<file path="config.mk">
export PLATFORM = sky130hd
export DESIGN_NAME = crossbar_switch_shift_scheduler
export DESIGN_NICKNAME = d
export VERILOG_FILES = /design/src/rtl/crossbar_switch_shift_scheduler.sv
export SDC_FILE = /design/constraint.sdc
export NUM_CORES = 1
export LEC_CHECK = 0
export ABC_AREA = 0
export BUFFER_PORTS_ARGS = -buffer_cell sky130_fd_sc_hd__buf_2
export CAP_MARGIN = 20
export CORE_UTILIZATION = 55
export CTS_BUF_LIST = sky130_fd_sc_hd__clkbuf_4
export DETAILED_ROUTE_END_ITERATION = 8
export PLACE_DENSITY = 0.74
export SYNTH_ARGS = -nofsm -noshare
export SYNTH_HDL_FRONTEND = slang
export SYNTH_SLANG_ARGS = --single-unit
</file>
<file path="constraint.sdc">
create_clock -name clk -period 6.7 [get_ports clk]
set_clock_uncertainty 0.15 [all_clocks]
set_input_delay 0.335 -clock clk [delete_from_list [all_inputs] [get_ports clk]]
set_output_delay 0.335 -clock clk [all_outputs]
set_load 0.03 [all_outputs]
</file>
<file path="src/rtl/crossbar_switch_shift_scheduler.sv">
// Request-side scheduler for the NxN barrel-shifter crossbar: splits one request batch
// into collision-free single-shift beats. Optional beat counter: CROSSBAR_SCHED_PERF_EN.
module crossbar_switch_shift_scheduler #(
    parameter int N = 8,
    localparam int S = (N > 1) ? $clog2(N) : 1
) (
    input  logic                clk,
    input  logic                rst_n,
    input  logic                batch_valid,
    output logic                batch_ready,
    input  logic [N-1:0]        req_en,
    input  logic [N-1:0][S-1:0] req_sel,
    output logic                cfg_valid,
    input  logic                cfg_ready,
    output logic [S-1:0]        cfg_shift,
    output logic [N-1:0]        cfg_grant,
    output logic                cfg_last,
    output logic                batch_done,
    output logic [S:0]          perf_beats
);

    typedef enum logic {
        IDLE  = 1'b0,
        SCHED = 1'b1
    } state_t;

    state_t              state_q, state_d;
    logic [N-1:0]        pend_q, pend_d;
    logic [N-1:0][S-1:0] d_q, d_d, d_new;
    logic [S-1:0]        rr_ptr_q, rr_ptr_d;
    logic                cfg_valid_q, cfg_valid_d;
    logic [S-1:0]        cfg_shift_q, cfg_shift_d;
    logic [N-1:0]        cfg_grant_q, cfg_grant_d;
    logic                cfg_last_q, cfg_last_d;
    logic                batch_done_q, batch_done_d;

    logic                accept;
    logic                hs;
    logic [N-1:0]        pk_pend;
    logic [N-1:0][S-1:0] pk_d;
    logic [S-1:0]        pk_ptr;
    logic [S-1:0]        pk_shift;
    logic [N-1:0]        pk_grant;
    logic                pk_last;

    assign batch_ready = (state_q == IDLE);
    assign accept      = batch_valid & batch_ready;
    assign hs          = cfg_valid_q & cfg_ready;

    assign cfg_valid   = cfg_valid_q;
    assign cfg_shift   = cfg_shift_q;
    assign cfg_grant   = cfg_grant_q;
    assign cfg_last    = cfg_last_q;
    assign batch_done  = batch_done_q;

    // Required rotation per output: output j sees input (j+s) mod N.
    always_comb begin
        d_new = '0;
        for (int j = 0; j < N; j++) begin
            d_new[j] = req_sel[j] - S'(j);
        end
    end

    // The beat picker serves both the first beat (from the incoming batch) and
    // every follow-on beat (from what remains after the current grant), so the
    // next beat is always ready to register at the handshake edge.
    always_comb begin
        if (state_q == IDLE) begin
            pk_pend = req_en;
            pk_d    = d_new;
            pk_ptr  = rr_ptr_q;
        end else begin
            pk_pend = pend_q & ~cfg_grant_q;
            pk_d    = d_q;
            pk_ptr  = cfg_shift_q + S'(1);
        end
    end

    always_comb begin
        logic         found;
        logic [S-1:0] cand;
        logic [N-1:0] hit;
        found    = 1'b0;
        cand     = '0;
        hit      = '0;
        pk_shift = pk_ptr;
        pk_grant = '0;
        for (int k = 0; k < N; k++) begin
            cand = pk_ptr + S'(k);
            for (int j = 0; j < N; j++) begin
                hit[j] = pk_pend[j] & (pk_d[j] == cand);
            end
            if (!found && (|hit)) begin
                found    = 1'b1;
                pk_shift = cand;
                pk_grant = hit;
            end
        end
    end

    assign pk_last = (pk_grant == pk_pend);

    always_comb begin
        state_d      = state_q;
        pend_d       = pend_q;
        d_d          = d_q;
        rr_ptr_d     = rr_ptr_q;
        cfg_valid_d  = cfg_valid_q;
        cfg_shift_d  = cfg_shift_q;
        cfg_grant_d  = cfg_grant_q;
        cfg_last_d   = cfg_last_q;
        batch_done_d = 1'b0;
        case (state_q)
            IDLE: begin
                if (accept) begin
                    d_d    = d_new;
                    pend_d = req_en;
                    if (|req_en) begin
                        state_d     = SCHED;
                        cfg_valid_d = 1'b1;
                        cfg_shift_d = pk_shift;
                        cfg_grant_d = pk_grant;
                        cfg_last_d  = pk_last;
                    end else begin
                        batch_done_d = 1'b1;
                    end
                end
            end
            SCHED: begin
                if (hs) begin
                    pend_d   = pk_pend;
                    rr_ptr_d = cfg_shift_q + S'(1);
                    if (cfg_last_q) begin
                        state_d      = IDLE;
                        cfg_valid_d  = 1'b0;
                        cfg_grant_d  = '0;
                        cfg_last_d   = 1'b0;
                        batch_done_d = 1'b1;
                    end else begin
                        cfg_shift_d = pk_shift;
                        cfg_grant_d = pk_grant;
                        cfg_last_d  = pk_last;
                    end
                end
            end
            default: state_d = IDLE;
        endcase
    end

    always_ff @(posedge clk or negedge rst_n) begin
        if (!rst_n) begin
            state_q      <= IDLE;
            pend_q       <= '0;
            rr_ptr_q     <= '0;
            cfg_valid_q  <= 1'b0;
            cfg_shift_q  <= '0;
            cfg_grant_q  <= '0;
            cfg_last_q   <= 1'b0;
            batch_done_q <= 1'b0;
        end else begin
            state_q      <= state_d;
            pend_q       <= pend_d;
            rr_ptr_q     <= rr_ptr_d;
            cfg_valid_q  <= cfg_valid_d;
            cfg_shift_q  <= cfg_shift_d;
            cfg_grant_q  <= cfg_grant_d;
            cfg_last_q   <= cfg_last_d;
            batch_done_q <= batch_done_d;
        end
    end

    // Shift table is qualified by pend, so it needs no reset.
    always_ff @(posedge clk) begin
        d_q <= d_d;
    end

`ifdef CROSSBAR_SCHED_PERF_EN
    logic [S:0] beat_cnt_q, beat_cnt_d;
    logic [S:0] perf_q, perf_d;

    always_comb begin
        beat_cnt_d = beat_cnt_q;
        perf_d     = perf_q;
        if (accept) begin
            beat_cnt_d = '0;
            if (req_en == '0) begin
                perf_d = '0;
            end
        end else if (hs) begin
            beat_cnt_d = beat_cnt_q + (S+1)'(1);
            if (cfg_last_q) begin
                perf_d = beat_cnt_q + (S+1)'(1);
            end
        end
    end

    always_ff @(posedge clk or negedge rst_n) begin
        if (!rst_n) begin
            beat_cnt_q <= '0;
            perf_q     <= '0;
        end else begin
            beat_cnt_q <= beat_cnt_d;
            perf_q     <= perf_d;
        end
    end

    assign perf_beats = perf_q;
`else
    assign perf_beats = '0;
`endif

endmodule
</file>
Word-level counts from Yosys, hierarchy flattened. Cells that the tools add are included.

Add/sub/neg operators: 15. Equality and inequality tests: 70. Multiplexer cells: 58. Bitwise operators: 69. Reductions and logical operators: 29.

Operators by type and width (number): 3-bit equality test (64); 8-bit 2-to-1 mux (15); 8-bit OR reduction (9); 1-bit bitwise AND (66); 3-bit 2-to-1 mux (12); 8-bit case mux with 2 select lines (2); 24-bit 2-to-1 mux (1); 1-bit 2-to-1 mux (23); 3-bit adder (second input constant) (4); 3-bit subtractor (second input constant) (4); 8-bit bitwise AND (1); 8-bit equality test (1); 2-bit by 1-bit inequality test with 1-bit output (second input constant) (4); 8-bit inverter (1); 1-bit case mux with 2 select lines (4); 4-bit AND reduction (2); 1-bit logical AND (7); 1-bit zero test (7); 3-bit by 1-bit adder with 3-bit output (second input constant) (2); 3-bit by 2-bit adder with 3-bit output (second input constant) (2); 3-bit case mux with 2 select lines (1); 2-bit AND reduction (3); 3-bit by 2-bit subtractor with 3-bit output (second input constant) (2); 3-bit AND reduction (1); 3 further kinds (3).

Register bits: 50. Bits of input ports: 36. Output and inout bits: 19. Logic and storage cells: 257.

Depth between registers and ports, before layout.
Word-level depth: 31. Mapped depth: 23. Mapped depth without buffers: 15.

Worst setup path after synthesis. No wires, ideal clock.

Kind: register to register. Start point: register state_q. End point: register cfg_last_q (netlist: cfg_last). Library setup time: 0.104 ns. Data arrival time: 5.129 ns. Required time: 6.446 ns. Setup slack: 1.318 ns. Cell stages (with the launch flop): 24. Path buffers: 8. Clock period less this slack: 5.382 ns. Path through: dfrtp_1 buf_6 inv_4 buf_6 buf_6 buf_4 buf_6 buf_2 mux2_2 inv_1 ha_1 buf_4 xnor3_2 xnor2_1 mux2_2 o2bb2ai_2 nor4b_4 nand4_2 or2_1 buf_6 or3_4 a32oi_1 nand4_1 o41ai_2.

Elaborated cells between the ends (all ways): 187. Those cells by class: 7 x add/sub; 68 x eq/ne; 23 x mux; 66 x bitwise; 23 x reduce/logical.

RTL lines: start, declared (RTL line 27) `state_t state_q, state_d;`; start signal, assigned (RTL line 161) `state_q <= state_d;`; 1-bit inverter (no line) (*); via batch_ready (RTL line 10) `output logic batch_ready,`; 1-bit bitwise AND (RTL line 47) `assign accept = batch_valid & batch_ready;`; 2-bit by 1-bit inequality test with 1-bit output (no line); 3-bit AND reduction (no line); end signal, assigned (RTL line 167) `cfg_last_q <= cfg_last_d;`; end, declared (RTL line 34) `logic cfg_last_q, cfg_last_d;`.

The timed path passes the listed nets; every way through them passes the cells marked *. The select of a mux whose other input is x is not followed. A chain may end at the register's enable or synchronous reset.

Final worst setup path.
Start point: register state_q. End point: register cfg_last_q (netlist: cfg_last).

Cells in the longest elaborated chain, start to end: 30. Elaborated cells between the ends (all ways): 187. Those cells by class: 7 x add/sub; 68 x eq/ne; 23 x mux; 66 x bitwise; 23 x reduce/logical.

Ends and longest elaborated chain: parallel branches: the longest is 30 deep, another holds 3-bit by 1-bit adder with 3-bit output.

Several ways; the timed one is not identified. The select of a mux whose other input is x is not followed.

==> flow_summary.ini <==
[logic_synthesis]
yosysMostFrequentCell = xnor2_1
yosys.area_share.simple = 0.206
synth_common_cells = 63 x xnor2_1, 51 x mux2i_1, 48 x nand2_1
synth_area_mm2 = 0.00640
synth_edf_count = 24
synth_top_area_cell = edfxtp_1
synth_compound_area_frac = 0.162
yosys_warnings = 0
synth_top_area_frac = 0.113
synth_top_family_by_area = XOR/XNOR gates
synthDistinctLibCells = 96
yosys.area_share.adder = 0.0137
ys_ff_latch = 50
ys_seq_area_frac = 0.214
synthTopCellsByArea = edfxtp_1 11%, dfrtp_1 10%, xnor2_1 8.6%
synth_xor_area_frac = 0.229
async_flop_share = 0.520
avgSynthCellArea_um2 = 9.21
synthMuxAreaShare = 0.115
syn-instance-count = 695
synth_ff_type = dfrtp_1

[critical_path]
arrival_ns = 5.86
cp_common_cell = mux2_2
crit_fanout = 42
critPathRequiredTime_ns = 6.86
crit_path_max_incr_delay_ns = 0.60
cp-start-kind = register
crit_path_end_kind = register
crit_chain = buf_12, inv_4, mux2_2, ha_1, xnor2_2, xnor2_1, mux2_2, a2bb2oi_1, and4_1, nand4_4, or2_1, or3_4, a32oi_1, nand4_1, o41ai_2
crit_type = register to register
critPathSlowestCell = dfrtp_2

[global_routing]
grt_pass1_vias = 5586
antenna_found_initial = 0
grtUsageTotal = 0.401
grt_pass1_wl_um = 34400
gr-total-overflow = 0
grt_start_max_net_pins = 65

[routing]
maxUsedRoutingLayer = met4
wirelength_um = 23300
drc = 0
vias = 6003
drt-pass1-iter-count = 6
via_per_inst = 6.83
wl_met1_um = 9450
drt_iter0_markers = 727
wl_met3_um = 2510
final_antenna_net_count = 0
routed-wl-met2_um = 10400
avgRoutedWirePerCell_um = 26.5

[clock_tree]
cts_tree = yes
clk_latency_ns = 0.39
cts-htree-levels = 2
cts_setup_buffers = 0
clk_pin_slew_ns = 0.17
cts_buffers = 5
cts_root_buf = clkbuf_4
clockBufferDepth = 2
cts_sinks = 50

[floorplan]
die_w_um = 110
ioPinCount = 55
rows = 39
start_util = 0.563
die-area_mm2 = 0.0121
die_h_um = 110
core-area_mm2 = 0.0114

[sta]
report.final.hold_viol_count = 0
period_share = 0.850
slew_viol_final = 0
rsz0062_at_grt = false
final-setup-viol-count = 0
min_period_ns = 5.70
relSlewSlack = 0.257
clock.fmax_mhz = 176
fin_tns_setup_ns = 0
worst_pin_slew_ns = 1.09

[final_layout]
n_antenna_cell = 0
syn_to_final_growth_pct = 6.90
drive_above_1_share = 0.175
fin_nets = 778

[run]
cap_violations = 0

[hold_path]
holdCritPathClass = input pin to register

[outcome]
status = finished, final reports clean

[placed_design]
portBuffers = 50
place_congestion = 0.996
hpwlAfterDp_um = 18100
-- stage by stage --
stage	cells	instance area [um^2]	worst slack, ns	hold slack [ns]	utilization
3_5_place_dp	864	6670	0.825	0.239	0.586
2_1_floorplan	698	6410	1.32	-0.111	-
4_1_cts	877	6800	0.780	0.0220	0.598
5_1_grt	879	6840	0.773	0.0389	0.602
6_report	879	6840	1.00	0.0371	0.602
3_3_place_gp	864	6670	0.919	0.234	0.586
-- registers in the layout, summed over array words and instances, names as in the netlist --
name	flops
cfg_last	1
d_q	24
cfg_valid	1
cfg_grant	8
cfg_shift	3
state_q	1
batch_done	1
pend_q	8
rr_ptr_q	3
-- worst paths after layout --
| path | slack, ns | to | start | cells past startpoint |
|---|---|---|---|---|
| setup / recovery | 1.00 | cfg_last | state_q | 15 |
| hold / removal | 0.04 | d_q[13] | req_sel[13] | 1 |
| setup reg to reg | 1.00 | cfg_last | state_q | 15 |
| hold reg to reg | 0.41 | pend_q[7] | pend_q[7] | 2 |
| max in group asynchronous | 5.61 | state_q | rst_n | 2 |
| min in group asynchronous | 0.33 | cfg_shift[2] | rst_n | 2 |
-- layer usage --
metal	global-route usage	up-vias
met2	0.630	416
met1	0.547	2892
met4	0.156	0
met5	0	-
li1	-	2620
met3	0.0682	75
-- worst max-delay path: cells and delay by family, from the launching register on --
kind,cells,cell delay [ns]
adders and majority gates,1,0.31
buffers and inverters,2,0.57
and+or+nand+nor,5,1.64
DFF,1,0.60
AOI/OAI and AO/OA,3,0.87
muxes,2,0.73
xor gates and xnor gates,2,0.71
-- logic make-up after synthesis --
| logic type | Yosys count |
|---|---|
| compound gates | 144 |
| xor+xnor | 128 |
| fa+ha+maj | 7 |
| buf+inv | 63 |
| flops | 50 |
| mux | 70 |
| other cells | 1 |
| simple gates | 232 |
-- layout make-up --
| cell class | count | area [um^2] |
|---|---|---|
| well taps | 143 | 179 |
| clock buffers | 5 | 37.5 |
| multi-input cells | 585 | 4660 |
| inverters | 19 | 73.8 |
| clock inverters | 3 | 43.8 |
| flip-flops and latches | 50 | 1370 |
| fillers | 990 | 4530 |
| repair buffers | 74 | 475 |
-- repair_timing --
action | in CTS | in global routing
hold buffers | 5 | 0
gates resized for setup | 0 | 0
hold endpoints to repair | 30 | 0
setup endpoints to repair | 0 | 0
-- cell usage in the layout, fill, tap and decap left out, types with 14 or more instances in the layout --
master    synthesis  final
edfxtp_1         24     24
nor2b_1          22     22
and2_1           14     14
dfrtp_1          26     25
nand2_1          48     48
nand2b_1         18     18
xnor2_1          63     63
o22ai_1          16     16
a21oi_1          29     29
nand3_1          18     18
buf_2            14     50
o21ai_0          17     17
buf_4             9     17
inv_1            18     18
xor2_1           39     39
mux2i_1          51     51
nor2_1           46     46
Power is not shown: default switching activity piles up to over one toggle a cycle in this logic, so the estimate is an artifact.
